--- config.mk ---
export PLATFORM = sky130hd
export DESIGN_NAME = bram_loader
export DESIGN_NICKNAME = d
export VERILOG_FILES = /design/src/rtl/bram_loader.sv
export SDC_FILE = /design/constraint.sdc
export NUM_CORES = 1
export LEC_CHECK = 0
export BUFFER_PORTS_ARGS = -buffer_cell sky130_fd_sc_hd__buf_2
export CORE_ASPECT_RATIO = 1.2
export CORE_UTILIZATION = 45
export DETAILED_ROUTE_END_ITERATION = 8
export PLACE_DENSITY = 0.76
export SLEW_MARGIN = 10
export SYNTH_ARGS = -nofsm -noshare
export SYNTH_HDL_FRONTEND = slang
export SYNTH_SLANG_ARGS = --single-unit
--- constraint.sdc ---
create_clock -name clk -period 3.9 [get_ports clk]
set_input_delay 0 -clock clk [delete_from_list [all_inputs] [get_ports clk]]
set_output_delay 0 -clock clk [all_outputs]
set_load 0.005 [all_outputs]
--- src/rtl/bram_loader.sv ---
// Write-side loader for the instruction/data block RAM: takes a little-endian word count and
// then that many 32-bit words from a UART byte stream, and issues one RAM write strobe per word.
module bram_loader #(
  parameter logic [31:0] BASE_ADDR = 32'h0000_0000,
  parameter int unsigned MAX_WORDS = 262144
) (
  input  logic        clk,
  input  logic        rst,
  input  logic        start,
  input  logic [7:0]  rx_data,
  input  logic        rx_valid,
  output logic        mem_en,
  output logic        mem_we,
  output logic [31:0] mem_addr,
  output logic [31:0] mem_di,
  output logic        busy,
  output logic        done,
  output logic        err,
  output logic [31:0] word_cnt,
  output logic [31:0] checksum
);

  typedef enum logic [2:0] {
    IDLE,
    LEN,
    DATA,
    DONE,
    ERR
  } state_t;

  // The low address bits are forced to zero so every write is word aligned.
  localparam logic [31:0] BASE    = {BASE_ADDR[31:2], 2'b00};
  localparam logic [31:0] MAX_CNT = MAX_WORDS;

  state_t      state;
  logic [1:0]  byte_idx;
  logic [23:0] shreg;
  logic [31:0] len;
  logic [31:0] group_word;

  // The 4th byte is taken straight from rx_data so the word is usable on the edge that samples it.
  assign group_word = {rx_data, shreg};

  // NOTE: all state is updated with non-blocking assignments in one clocked block; the
  // strobe-retire logic and the byte-assembly case below both read the pre-edge values.
  always_ff @(posedge clk) begin
    if (!rst) begin
      state    <= IDLE;
      byte_idx <= 2'd0;
      shreg    <= 24'd0;
      len      <= 32'd0;
      mem_en   <= 1'b0;
      mem_we   <= 1'b0;
      mem_addr <= BASE;
      mem_di   <= 32'd0;
      busy     <= 1'b0;
      done     <= 1'b0;
      err      <= 1'b0;
      word_cnt <= 32'd0;
      checksum <= 32'd0;
    end else begin
      mem_en <= 1'b0;
      mem_we <= 1'b0;

      // Retire the strobe in flight; assembly of the next word continues independently.
      if (mem_en) begin
        mem_addr <= mem_addr + 32'd4;
        word_cnt <= word_cnt + 32'd1;
        checksum <= checksum + mem_di;
        if (word_cnt + 32'd1 == len) begin
          state <= DONE;
          busy  <= 1'b0;
          done  <= 1'b1;
        end
      end

      unique case (state)
        IDLE, DONE, ERR: begin
          if (start) begin
            state    <= LEN;
            byte_idx <= 2'd0;
            word_cnt <= 32'd0;
            checksum <= 32'd0;
            mem_addr <= BASE;
            busy     <= 1'b1;
            done     <= 1'b0;
            err      <= 1'b0;
          end
        end

        LEN: begin
          if (rx_valid) begin
            byte_idx <= byte_idx + 2'd1;
            if (byte_idx == 2'd3) begin
              len <= group_word;
              if (group_word == 32'd0) begin
                state <= DONE;
                busy  <= 1'b0;
                done  <= 1'b1;
              end else if (group_word > MAX_CNT) begin
                state <= ERR;
                busy  <= 1'b0;
                err   <= 1'b1;
              end else begin
                state <= DATA;
              end
            end else begin
              shreg[{byte_idx, 3'b000} +: 8] <= rx_data;
            end
          end
        end

        DATA: begin
          if (rx_valid) begin
            byte_idx <= byte_idx + 2'd1;
            if (byte_idx == 2'd3) begin
              mem_di <= group_word;
              mem_en <= 1'b1;
              mem_we <= 1'b1;
            end else begin
              shreg[{byte_idx, 3'b000} +: 8] <= rx_data;
            end
          end
        end

        default: begin
          state <= IDLE;
          busy  <= 1'b0;
          done  <= 1'b0;
          err   <= 1'b0;
        end
      endcase
    end
  end

endmodule

==> results of run 1 <==
power by group through the flow:
stage                      logic, W  clock network (W)  registers [W]
after CTS                  0.000121            0.00180        0.00196
after global placement     0.000111                  0        0.00201
after detailed placement   0.000112                  0        0.00201
after floorplan           0.0000770                  0        0.00200
final                      0.000121            0.00178        0.00196
after global routing       0.000133            0.00189        0.00196
metal layers:
metal | share of wire (%) | wire length, um | global-route usage [%]
met5 | 0 | 0 | 0
met4 | 2.5 | 697 | 8.55
met3 | 4.9 | 1350 | 2.94
met2 | 49 | 13300 | 40.0
met1 | 44 | 12100 | 29.8
per-stage QoR:
stage	setup WS [ps]	hold WS, ps	cell area, um2
finish	672	197	12000
global route	439	273	12000
CTS	718	193	12000
detailed placement	724	346	11300
global placement	845	335	11300
floorplan	1170	145	10400
worst paths after layout:
kind	from	end	slack [ps]	cells after the start
worst max-delay path	word_cnt[0]	state[2]	670	9
worst min-delay path	rx_valid	byte_idx[1]	200	7
worst max register to register	word_cnt[0]	state[2]	670	9
worst min register to register	len[4]	len[4]	480	2
layout by cell type (no fill, tap or decap), types with 8 or more instances in the layout:
cell type,count
nand4_1,22
nor2_1,138
and2_1,11
nand2_1,227
ha_1,38
nand3_1,64
dfxtp_1,190
buf_2,142
a21oi_1,48
a21o_1,12
xor2_1,53
inv_1,20
o22ai_1,8
o21ai_0,31
a21boi_0,91
buf_4,10
xnor2_1,58
nor3_1,28
clkbuf_16,17
nor4_1,14
dlygate4sd3_1,14
mux2i_1,20
a211oi_1,15
or3_1,13
worst max-delay path, cell delays in order, from the launching register on:
cell,delay (ps)
dfxtp_1,420
ha_1,320
nand3_1,160
nor2_1,570
and3_1,490
mux2i_1,140
nor4_1,300
nor4b_4,300
nand2_2,130
o31a_1,290
state kept, by name, summed over array words and instances, names as in the netlist:
register,cells
mem_di,32
busy,1
done,1
err,1
mem_addr,30
checksum,32
len,32
word_cnt,32
shreg,24
mem_we,1
state,3
byte_idx,2
final cells by class:
class                           instances  area, um2  share of cell area [%]
Clock buffer                           18        429                    3.58
Sequential cell                       191       3820                    31.9
Timing Repair Buffer                  166        926                    7.72
Multi-Input combinational cell       1014       6220                    51.8
Clock inverter                         14        168                    1.40
Tap cell                              279        349                    2.91
Inverter                               21       78.8                   0.657
kinds of logic (layout without fill, tap and decap cells):
logic type                 count (synthesis)  in the layout  share of synthesized area, %
AOI/OAI and AO/OA                        264            264                          17.7
xor gates and xnor gates                 111            111                          9.35
adders and majority gates                 39             39                          4.76
buffers and inverters                     93            219                          3.61
DFF                                      191            191                          36.8
muxes                                     20             20                          1.92
other                                      1              2                        0.0361
and+or+nand+nor                          578            578                          25.9
==> metrics.cfg, run 1 <==
[power_and_ir_drop]
p_leak_nw = 4.63
total_power_w = 0.00386
power.switching_w = 0.000946
swShare_pct = 24.5
share_seq_of_total_power_pct = 50.9
internal-power_w = 0.00292
p_comb_share_pct = 3.1
vdd_drop_max_v = 0.000306
p_per_area_nw_per_um2 = 322
clkPwrFrac_pct = 46.0

[die]
die_width_um = 141
die_h_um = 169
core_area_um2 = 22500
start_util_pct = 46.2
fp.dieArea_um2 = 23700
io-pin-count = 145
core.rowCount = 60

[cells_and_area]
final_cells = 1703
syn2layout_area_growth_pct = 15.3
drive_above_1_share_pct = 14.1
final_net_count = 1462
post-route-util_pct = 53.3
fillers = 2143
antenna_cells = 0

[route]
drc = 0
drt-initial-drc-count = 676
num_vias = 9598
viasPerCell = 5.64
ant_nets = 0
drtPass1Iterations = 5
wire_per_inst_um = 16.1
routed_wl_um = 27400

[cts]
htreeDepth = 4
cts.clk_slew.worst_paths_ps = 70
clockBufferDepth = 2
cts.sinks = 191
cts_hold_buf = 14
cts_inserted_buffers = 17
cts_resized = 0
cts_tree = yes
cts_root_buffer = clkbuf_16
clk_latency_ps = 440
post_cts_buffers = 0

[yosys]
syn_area_um2 = 10400
syn_area_per_cell_um2 = 8.02
ys_warn_count = 0
synthCells = 1297
ys_seq_area_share_pct = 36.8
yosys.area.top_type_share_pct = 36.8
synthArstFlopShare_pct = 0
netlist_top_cells_count = 228 x nand2_1, 191 x dfxtp_1, 138 x nor2_1
synth-edff-count = 0
synth_cell_type_count = 70
ys_ff_latch = 191
synth_most_common_cell = nand2_1
ys.flop_type = dfxtp_1
yosys-top-cells-area = dfxtp_1 37%, nand2_1 8.2%, a21boi_0 6.6%
synth.largest_area_cell = dfxtp_1

[global_routing]
grt_max_degree = 82
grt_pass1_vias = 8905
grt_pass1_wl_um = 44800
antenna_found_initial = 0
overflow = 0
grt_use_total_pct = 23.3

[timing]
skew_ps = 13.1
fin_crit_ps = 3230
max_freq_mhz = 310
tns_ps = 0
slew_headroom_pct = 27.4
finalCritPeriodShare_pct = 82.8
setup_violations = 0
hold_viol = 0
rsz0062_at_grt = no
tightest_slew_ps = 1090
report.final.slew_viol_count = 0

[placement]
gp_congestion = 0.905
dp_hpwl_um = 20100
place_inst = 1657
portBuffers = 142

[run]
maxCapViolCount = 0

[critical_path]
worst_ep_required_time_ps = 4230
cp-end-kind = flop
cp_max_fo = 11
startpoint_type = flop
worstSetupPathType = reg2reg
critPathArrivalTime_ps = 3550

[hold_path]
hp-class = in2reg

[status]
status = complete, no violations

Power figures use the tool's default switching activity.
==> run 2, diff against run 1 <==
==> constraint.sdc (replaced) <==
create_clock -name clk -period 3.2 [get_ports clk]
set_input_delay 0 -clock clk [delete_from_list [all_inputs] [get_ports clk]]
set_output_delay 0 -clock clk [all_outputs]
set_load 0.005 [all_outputs]
==> run 2 against run 1 <==
Compared with the run above: maximum frequency grew 6.9%; flip-flop and latch count is the same; register-to-register slack lost 490 ps; critical path depth is the same; first-iteration DRC count shrank 4.7%; non-clock buffer count grew 6; routed wire length grew 1.0%; core utilization grew 0.20 points; critical path type unchanged; critical endpoint is now checksum[25]; largest cell class unchanged; highest routed layer unchanged.
==> metrics.cfg, run 2 (synthesis gave the netlist of run 1 again) <==
[die]
die_h_um = 169  ; unchanged
core_area_um2 = 22500  ; unchanged
die_width_um = 141  ; unchanged
start_util_pct = 46.2  ; unchanged
fp.dieArea_um2 = 23700  ; unchanged
io-pin-count = 145  ; unchanged
core.rowCount = 60  ; unchanged

[global_routing]
grt_pass1_wl_um = 45100  ; +0.69%
overflow = 0  ; unchanged
grt_use_total_pct = 23.5  ; +0.29 points
grt_pass1_vias = 8901  ; -0.045%
grt_max_degree = 70  ; -15%
antenna_found_initial = 1  ; +1

[cts]
cts.sinks = 191  ; unchanged
cts_inserted_buffers = 17  ; unchanged
clk_latency_ps = 450  ; about the same
htreeDepth = 4  ; unchanged
clockBufferDepth = 2  ; unchanged
cts_tree = yes
cts.clk_slew.worst_paths_ps = 80  ; about the same
cts_root_buffer = clkbuf_16

[route]
wl_met3_um = 1620  ; +20%
viasPerCell = 5.66  ; +0.35%
wl_met1_um = 12000  ; -0.35%
drt-initial-drc-count = 644  ; -4.7%
num_vias = 9671  ; +0.76%
met2_length_um = 13200  ; -0.89%
wire_per_inst_um = 16.2  ; +0.60%
ant_nets = 0  ; unchanged
drtPass1Iterations = 5  ; unchanged
drc = 0  ; unchanged
routed_wl_um = 27700  ; +1.0%
top_layer_used = met4

[cells_and_area]
syn2layout_area_growth_pct = 15.7
post-route-util_pct = 53.4  ; +0.20 points
fillers = 2144  ; +0.047%
drive_above_1_share_pct = 15.0  ; +0.85 points
layout_common_cells = 227 x nand2_1, 190 x dfxtp_1, 142 x buf_2
final_common_cell = nand2_1
multiInputGateArea_um2 = 6220  ; about the same
final_net_count = 1468  ; +0.41%
final_area_um2 = 12000  ; +0.38%
regArea_um2 = 3820  ; unchanged

[power_and_ir_drop]
p_comb_share_pct = 3.2  ; about the same
share_seq_of_total_power_pct = 50.9  ; about the same
total_power_w = 0.00470  ; +22%
power.switching_w = 0.00119  ; +26%
vdd_drop_max_v = 0.000377  ; +23%
swShare_pct = 25.4  ; +0.88 points
clkPwrFrac_pct = 45.9  ; about the same
internal-power_w = 0.00351  ; +20%
p_leak_nw = 4.66  ; +0.69%
p_per_area_nw_per_um2 = 391  ; +21%

[critical_path]
reg2regPathDepth = 9  ; unchanged
cp-end-kind = flop
startpoint_type = flop
crit_chain = ha_1 > o21ai_0 > nor4b_1 > nor4_1 > o21ai_0 > a21o_1 > a221oi_1 > xor2_1 > o22ai_1
slowest_delay_ps = 470  ; -100 ps
cp_common_cell = o21ai_0
critPathArrivalTime_ps = 3330  ; -220 ps
worstSetupPathType = reg2reg
worst_ep_required_time_ps = 3510  ; -720 ps
cp_max_fo = 5  ; -6
critical-path-slowest-cell = nor4_1

[timing]
hold_ws_ps = 78.9  ; -118 ps
setup_violations = 0  ; unchanged
skew_ps = 14.8  ; +1.68 ps
slew_headroom_pct = 35.8  ; +8.4 points
rsz0062_at_grt = no
report.final.slew_viol_count = 0  ; unchanged
fin_crit_ps = 3020  ; -207 ps
hold_viol = 0  ; unchanged
tightest_slew_ps = 961  ; -129 ps
max_freq_mhz = 331  ; +6.9%
finalCritPeriodShare_pct = 94.4  ; +12 points
tns_ps = 0  ; unchanged

[placement]
dp_hpwl_um = 20200  ; +0.35%
gp_congestion = 0.903  ; -0.28%
portBuffers = 142  ; unchanged
dpl_cell_area_um2 = 11300  ; +0.73%

[hold_path]
hp-class = in2reg
hold_depth = 2  ; -5

[run]
maxCapViolCount = 0  ; unchanged

[status]
status = complete, no violations

[run 2: cell types whose count changed in the layout (fill, tap and decap cells not counted), sizes merged]
cell | before | now
buf | 152 | 163
bufinv | 1 | 0
clkinv | 5 | 7
clkinvlp | 1 | 0
diode | 0 | 1
dlygate4sd3 | 14 | 9
[run 2: power by group through the flow]
stage               combinational [W]  clock [W]  sequential, W
floorplan                   0.0000938          0        0.00244
global placement             0.000137          0        0.00245
detailed placement           0.000138          0        0.00245
CTS                          0.000148    0.00219        0.00239
global route                 0.000160    0.00229        0.00239
finish                       0.000148    0.00216        0.00239
[run 2: worst max-delay path, delay by kind of cell (launching register included)]
| family | cells | cell delay, ps |
|---|---|---|
| and+or+nand+nor | 2 | 640 |
| adders and majority gates | 1 | 390 |
| DFF | 1 | 340 |
| AOI/OAI and AO/OA | 5 | 1320 |
| xor gates and xnor gates | 1 | 200 |
[run 2: through the flow]
stage	instances	setup slack, ps
after floorplan	1298	468
after global placement	1668	287
after detailed placement	1668	190
after CTS	1709	191
after global routing	1709	25.9
final	1710	179
[run 2: area by class of cell]
class                   count  area share (%)
well taps                 279            2.90
clock inverters            14            1.35
repair buffers            172            7.96
diodes                      1          0.0208
multi-input cells        1014            51.7
flip-flops and latches    191            31.8
clock buffers              18            3.65
inverters                  21           0.655
[run 2: worst paths after layout]
| kind | start | endpoint | slack (ps) |
|---|---|---|---|
| setup / recovery | mem_di[2] | checksum[25] | 180 |
| hold / removal | rst | mem_di[31] | 80 |
| setup reg to reg | mem_di[2] | checksum[25] | 180 |
| hold reg to reg | len[22] | len[22] | 480 |
[run 2: timing repair]
action	CTS	global route
endpoints found under the hold margin	44	0
buffers inserted	0	0
resized for setup	0	1
hold buffers	9	0
endpoints found under the setup margin	0	1
[run 2: per-layer routing]
layer / track usage [%] / up-vias
met5: 0 / -
met4: 10.5 / 0
met1: 29.7 / 4514
li1: - / 4766
met3: 4.44 / 64
met2: 39.0 / 327
